===== src/rtl/led_stream_rx.sv =====
// led_stream_rx: oversampling receiver for the two-wire LED strip stream (start, LED and end frames).
// Define LED_RX_STATS_EN to add saturating frame_count/error_count outputs.
module led_stream_rx #(
    parameter int unsigned NUM_LEDS       = 72,
    parameter int unsigned TIMEOUT_CYCLES = 1000,
    parameter int unsigned SYNC_STAGES    = 2
) (
    input  logic        clk_100mhz,
    input  logic        rst,
    input  logic        clk_stream,
    input  logic        data_stream,
    output logic [23:0] rgb,
    output logic [6:0]  led_index,
    output logic        rgb_valid,
    output logic        frame_done,
    output logic        frame_error,
`ifdef LED_RX_STATS_EN
    output logic [15:0] frame_count,
    output logic [15:0] error_count,
`endif
    output logic        busy
);
    localparam int unsigned IdleW = $clog2(TIMEOUT_CYCLES + 1);

    typedef enum logic [1:0] {StHunt, StLed, StEnd} state_e;

    state_e                 state_q, state_d;
    logic [SYNC_STAGES-1:0] clk_sync_q, data_sync_q;
    logic                   clk_prev_q;
    logic [31:0]            sr_q, sr_d;
    logic [5:0]             zero_cnt_q, zero_cnt_d;
    logic [4:0]             bit_cnt_q, bit_cnt_d;
    logic [6:0]             led_cnt_q, led_cnt_d;
    logic [IdleW-1:0]       idle_cnt_q, idle_cnt_d;
    logic [23:0]            rgb_q, rgb_d;
    logic [6:0]             led_index_q, led_index_d;
    logic                   valid_q, valid_d, done_q, done_d, error_q, error_d;
    logic                   rise, bit_in;

    assign rise   = clk_sync_q[SYNC_STAGES-1] & ~clk_prev_q;
    assign bit_in = data_sync_q[SYNC_STAGES-1];

    always_comb begin
        state_d     = state_q;
        sr_d        = sr_q;
        zero_cnt_d  = zero_cnt_q;
        bit_cnt_d   = bit_cnt_q;
        led_cnt_d   = led_cnt_q;
        idle_cnt_d  = idle_cnt_q;
        rgb_d       = rgb_q;
        led_index_d = led_index_q;
        valid_d     = 1'b0;
        done_d      = 1'b0;
        error_d     = 1'b0;
        if (rise) begin
            sr_d = {sr_q[30:0], bit_in};
        end
        unique case (state_q)
            StHunt: begin
                idle_cnt_d = '0;
                if (rise) begin
                    if (bit_in) begin
                        zero_cnt_d = '0;
                    end else if (zero_cnt_q == 6'd31) begin
                        zero_cnt_d = '0;
                        bit_cnt_d  = '0;
                        led_cnt_d  = '0;
                        state_d    = StLed;
                    end else begin
                        zero_cnt_d = zero_cnt_q + 6'd1;
                    end
                end
            end
            StLed, StEnd: begin
                zero_cnt_d = '0;
                if (rise) begin
                    idle_cnt_d = '0;
                    bit_cnt_d  = bit_cnt_q + 5'd1;
                    if (bit_cnt_q == 5'd31) begin
                        // An all-ones word before NUM_LEDS is a white LED, so only the header matters.
                        if (state_q == StLed && sr_d[7:0] == 8'hFF) begin
                            rgb_d       = sr_d[31:8];
                            led_index_d = led_cnt_q;
                            valid_d     = 1'b1;
                            led_cnt_d   = led_cnt_q + 7'd1;
                            if (led_cnt_q == 7'(NUM_LEDS - 1)) begin
                                state_d = StEnd;
                            end
                        end else if (state_q == StEnd && sr_d == 32'hFFFF_FFFF) begin
                            done_d  = 1'b1;
                            state_d = StHunt;
                        end else begin
                            error_d = 1'b1;
                            state_d = StHunt;
                        end
                    end
                end else if (idle_cnt_q == IdleW'(TIMEOUT_CYCLES - 1)) begin
                    idle_cnt_d = '0;
                    error_d    = 1'b1;
                    state_d    = StHunt;
                end else begin
                    idle_cnt_d = idle_cnt_q + 1'b1;
                end
            end
            default: state_d = StHunt;
        endcase
    end

    always_ff @(posedge clk_100mhz or posedge rst) begin
        if (rst) begin
            clk_sync_q  <= '0;
            data_sync_q <= '0;
            clk_prev_q  <= 1'b0;
            state_q     <= StHunt;
            sr_q        <= '0;
            zero_cnt_q  <= '0;
            bit_cnt_q   <= '0;
            led_cnt_q   <= '0;
            idle_cnt_q  <= '0;
            rgb_q       <= '0;
            led_index_q <= '0;
            valid_q     <= 1'b0;
            done_q      <= 1'b0;
            error_q     <= 1'b0;
        end else begin
            clk_sync_q  <= {clk_sync_q[SYNC_STAGES-2:0], clk_stream};
            data_sync_q <= {data_sync_q[SYNC_STAGES-2:0], data_stream};
            clk_prev_q  <= clk_sync_q[SYNC_STAGES-1];
            state_q     <= state_d;
            sr_q        <= sr_d;
            zero_cnt_q  <= zero_cnt_d;
            bit_cnt_q   <= bit_cnt_d;
            led_cnt_q   <= led_cnt_d;
            idle_cnt_q  <= idle_cnt_d;
            rgb_q       <= rgb_d;
            led_index_q <= led_index_d;
            valid_q     <= valid_d;
            done_q      <= done_d;
            error_q     <= error_d;
        end
    end

`ifdef LED_RX_STATS_EN
    logic [15:0] frame_count_q, error_count_q;

    always_ff @(posedge clk_100mhz or posedge rst) begin
        if (rst) begin
            frame_count_q <= '0;
            error_count_q <= '0;
        end else begin
            if (done_d && frame_count_q != 16'hFFFF) begin
                frame_count_q <= frame_count_q + 16'd1;
            end
            if (error_d && error_count_q != 16'hFFFF) begin
                error_count_q <= error_count_q + 16'd1;
            end
        end
    end

    assign frame_count = frame_count_q;
    assign error_count = error_count_q;
`endif

    assign rgb         = rgb_q;
    assign led_index   = led_index_q;
    assign rgb_valid   = valid_q;
    assign frame_done  = done_q;
    assign frame_error = error_q;
    assign busy        = (state_q != StHunt);

endmodule


===== config.mk =====
export PLATFORM = sky130hd
export DESIGN_NAME = led_stream_rx
export DESIGN_NICKNAME = d
export VERILOG_FILES = /design/src/rtl/led_stream_rx.sv
export SDC_FILE = /design/constraint.sdc
export NUM_CORES = 1
export LEC_CHECK = 0
export CAP_MARGIN = 20
export CORE_MARGIN = 10
export CORE_UTILIZATION = 62
export CTS_CLUSTER_DIAMETER = 80
export DETAILED_ROUTE_END_ITERATION = 7
export GPL_TIMING_DRIVEN = 0
export PLACE_DENSITY = 0.83
export SYNTH_ARGS = -nofsm -noshare
export SYNTH_HDL_FRONTEND = slang
export SYNTH_SLANG_ARGS = --single-unit

===== constraint.sdc =====
create_clock -name clk_100mhz -period 9.4 [get_ports clk_100mhz]
set_input_delay 1.88 -clock clk_100mhz [delete_from_list [all_inputs] [get_ports clk_100mhz]]
set_output_delay 1.88 -clock clk_100mhz [all_outputs]
set_load 0.02 [all_outputs]

### After elaboration in Yosys (flattened, before gate mapping)

Cells that the tools add are included.

| word-level totals | value |
|---|---|
| input bits | 4 |
| word-level logic and storage cells | 92 |
| register bits after elaboration | 101 |
| output and inout bits | 35 |
| bits in writable memories | 0 |
| memories kept | 0 |
| bits in read-only memories | 0 |
| bits in latches | 0 |

| operators by class | value |
|---|---|
| add/sub/neg operators | 4 |
| magnitude comparators | 0 |
| bitwise gates (word level) | 2 |
| equal/unequal tests | 17 |
| mux-type cells | 44 |
| div/mod/pow operators | 0 |
| reductions and logical operators | 11 |
| shift operators | 0 |
| multiply operators | 0 |

Operators by type and width:

| operator | number |
|---|---|
| $mux 7 | 6 |
| $eq 32x32->1 const B | 1 |
| $mux 32 | 1 |
| $mux 10 | 2 |
| $mux 5 | 4 |
| $pmux 10 s2 | 1 |
| $mux 6 | 3 |
| $mux 2 | 8 |
| $mux 1 | 15 |
| $pmux 7 s2 | 1 |
| $ne 2x2->1 const B | 6 |
| $pmux 6 s2 | 1 |
| $add 10x1->10 const B | 1 |
| $eq 10x10->1 const B | 1 |
| $pmux 5 s2 | 1 |
| $eq 8x8->1 const B | 1 |
| $add 7x1->7 const B | 1 |
| $eq 7x7->1 const B | 1 |
| $reduce_and 7->1 | 1 |
| $add 6x1->6 const B | 1 |
| $eq 6x5->1 const B | 1 |
| $ne 3x3->1 const B | 2 |
| $reduce_and 6->1 | 1 |
| $add 5x1->5 const B | 1 |
| other kinds (14) | 16 |

### Logic depth before layout (Yosys ltp)

| logic depth | value |
|---|---|
| word-level depth | 10 |
| gate-level depth with buffers | 8 |

### Worst setup path before layout

Ideal clock, no wire load.

| timing | value |
|---|---|
| path type | flip-flop to output port |
| start point | reg state_q[1] |
| end point | out busy |
| cell stages (with the launch flop) | 4 |
| data required time | 7520 ps |
| setup slack | 6649 ps |
| arrival | 871 ps |
| cells stage by stage | dfrtp_1 inv_1 ha_1 inv_1 |

| on the way | value |
|---|---|
| cells in the longest elaborated chain, start to end | 1 |

Ends and longest elaborated chain:

| item | line | source |
|---|---|---|
| from (decl) | 27 | `state_e state_q, state_d;` |
| from (signal assigned) | 114 | `state_q <= StHunt;` |
| from (signal assigned) | 129 | `state_q <= state_d;` |
| $reduce_bool 2->1 | 169 | `assign busy = (state_q != StHunt);` |
| to (decl) | 21 | `output logic busy` |

Every way passes these cells.

### Worst setup path after layout

| timing | value |
|---|---|
| start point | reg state_q[0] |
| end point | out busy |

Same word-level chain as after synthesis.

==> results.txt <==
CP top delay family -> buffers and inverters
Vias in the first global route -> 3332
Worst Min Path Start -> clk_sync_q[0]
Critical Path End Type -> primary output
Final RePlAce weighted congestion -> 0.828
Pwr dens -> 142 nW/um^2
Synth Cell Area -> 4680 sq um
Die height -> 107 um
Top-area cell type share of the netlist area -> 0.541
Slew Viols, Final -> 0
Slew Limit Headroom -> 0.574
Netlist cell types -> 58
Yosys Warn Count -> 0
DRC -> 0
CTS tree -> yes
Die width -> 107 um
Cell taking the most area after synthesis -> dfrtp_1
MaxCap Viol Count -> 0
DRT antenna net count -> 0
Vias per inst -> 5.63
Final setup violating endpoints -> 0
Slew @ Worst Pin -> 0.633 ns
Buffers on Ports -> 38
Seq/Total Area, Yosys -> 0.541
H-Tree Level Count -> 3
EDFF count, synth -> 0
Asr flop ratio synth -> 1.00
Crit path arrival time -> 1.85 ns
Most frequent CP cell -> inv_1
Routed vias -> 3302
HPWL reported at the end of detailed placement -> 6900 um
Grt total ovfl -> 0
Synthesized flop and latch total -> 101
Share of layout cells above drive strength 1 -> 0.136
Worst Path Max Fanout -> 7
Fin crit share -> 0.397
Synth Instances -> 432
Number of CTS-inserted buffers -> 9
Post-CTS Setup Inserts -> 0
P&R area growth vs syn -> 15.3%
RR Startpoint -> clk_sync_q[1]
Cell Rows -> 31
Top post-synthesis cells by area -> dfrtp_1, nand2_1, mux2_4, ha_1, nand3_1
Io pins -> 39
Critical path class -> reg -> out
Antenna violations before repair -> 0
Iter 0 DRT Violations -> 158
Diode count -> 0
Crit-path cells -> inv_1 -> ha_1 -> inv_1 -> clkdlybuf4s50_1
Worst path max stage delay -> 0.60 ns
Fill cells -> 513
Worst hold stages -> 0
Lkg Pwr -> 2.57 nW
Die area -> 11400 sq um
Layout Skew -> 0.0110 ns
Hold Buf Count CTS -> 0
Clk sink count -> 101
Tmin final -> 3.73 ns
Achievable frequency -> 268 MHz
First-pass GRT wire length -> 16200 um
Final net count -> 496
Slowest-stage cell, CP -> clkdlybuf4s50_1
WP data required -> 7.52 ns
Critical path launch point type -> flop
PostCTS Resize Cnt -> 0
Syn nets -> 446
Final core utilization -> 0.740
VDD IR max -> 0.000125 V
Largest net degree at the start of global routing -> 72
Post-route setup TNS -> 0 ns
Status -> finished clean
Clk Latency, worst-skew pair -> 0.37 ns
Hold Crit Class -> reg -> reg
Hold EP -> clk_sync_q[1]
Top_reg_cell synth -> dfrtp_1
Root Driver -> clkbuf_8
Worst-path clk slew -> 0.10 ns
Initial DRT Pass Iterations -> 4
Reg-to-reg endpoint -> frame_done
Wirelength, routed -> 9480 um
Initial Util -> 0.641
Final hold vios -> 0
FF-to-FF path depth -> 6
Syn avg cell area -> 10.8 sq um
Tot GR Track Use -> 0.174
RSZ-0062 raised after global routing -> no
Clk buf depth -> 2
Bufs and invs on worst path -> 3
Setup slack, reg-to-reg -> 7.15 ns
Core Footprint -> 7290 sq um
WL/cell -> 16.2 um
[worst max-delay path by stage]
| stage | slack, ns | start | cells after the start | end |
|---|---|---|---|---|
| after global routing | 5.59 | state_q[1] | 4 | busy |
| after global placement | 3.50 | rst | 2 | led_index[0] |
| after CTS | 5.64 | state_q[0] | 4 | busy |
| final | 5.67 | state_q[0] | 4 | busy |
| after floorplan | 4.87 | rst | 1 | bit_cnt_q[0] |
| after detailed placement | 6.04 | state_q[0] | 4 | busy |
[layer usage]
metal	wire (um)	global-route usage	vias to the layer above
li1	-	-	1599
met1	4120	0.215	1618
met2	4690	0.288	70
met3	512	0.0473	15
met4	161	0.0638	0
met5	0	0	-
[sequential cells by signal, indices dropped and copies added, names as in the netlist, 2 cells and up]
name and flops:
led_index 7, rgb 24, bit_cnt_q 5, idle_cnt_q 10, led_cnt_q 7, data_sync_q 2, zero_cnt_q 6, clk_sync_q 2
state_q 2, sr_q 32
[cells by family (layout without fill, tap and decap cells)]
family | Yosys count | in the layout | share of synthesized area
AND/OR/NAND/NOR | 206 | 206 | 0.212
flip-flops | 101 | 101 | 0.541
AO/OA/AOI/OAI | 48 | 48 | 0.0690
multiplexers | 35 | 35 | 0.106
buffers and inverters | 27 | 82 | 0.0359
adder cells (fa/ha/maj) | 10 | 10 | 0.0268
XOR/XNOR | 5 | 5 | 0.00937
[synthesized netlist by cell type (all sizes together), types with 6 or more instances]
library cell and count:
inv 11, nor2 14, dfrtp 101, nand4 7
a21oi 6, nand2 117, clkbuf 7, o21ai 18
and3 8, buf 9, nand3 17, ha 10
mux2 32
[metrics by stage]
step	hold slack, ns	setup slack, ns	std cells	cell area (sq um)	power, mW
floorplan	0.331	4.87	432	4680	0.500
global placement	0.333	3.50	569	5180	0.511
detailed placement	0.335	6.04	570	5210	0.516
CTS	0.360	5.64	586	5390	0.771
global route	0.374	5.59	586	5390	0.796
finish	0.359	5.67	586	5390	0.765
[where the power goes]
group	switching, mW	internal (mW)
logic	0.0299	0.0129
clock network	0.156	0.102
registers	0.0140	0.451
[layout by cell type, fill, tap and decap left out, types with 2 or more instances in the layout]
master,instances
and4_1,4
buf_2,2
nand4_1,7
xnor2_1,5
o31ai_1,5
nand2_1,116
mux2i_1,3
inv_6,2
clkinv_4,3
dfrtp_1,101
nor2b_1,4
nand2b_1,4
a211o_1,2
clkdlybuf4s50_1,38
buf_12,3
nor3_1,5
nor2_1,14
clkbuf_8,9
a22oi_1,2
mux2_4,28
or4_1,3
nand3_1,17
ha_1,10
o21ai_0,17
mux2_2,3
buf_1,2
and3_1,8
nor4_1,4
nor4b_1,3
a21o_1,3
buf_6,2
or2_2,3
o41ai_1,2
inv_1,10
a21oi_1,6
clkbuf_1,8
[worst register-to-register path, delay by kind of cell (launching register included)]
family / cells / cell delay [ns]
AO/OA/AOI/OAI: 1 / 0.18
buffers and inverters: 1 / 0.37
flip-flops: 1 / 0.44
AND/OR/NAND/NOR: 4 / 1.14
[cell type report]
type / instances / area, sq um / area share
inverters: 11 / 43.8 / 0.00812
clock inverters: 6 / 55.1 / 0.0102
multi-input cells: 304 / 1980 / 0.367
flip-flops and latches: 101 / 2530 / 0.469
well taps: 99 / 124 / 0.0230
clock buffers: 10 / 128 / 0.0237
plain buffers: 16 / 126 / 0.0234
repair buffers: 39 / 408 / 0.0756
No activity file was read; power rests on OpenSTA's default activity.
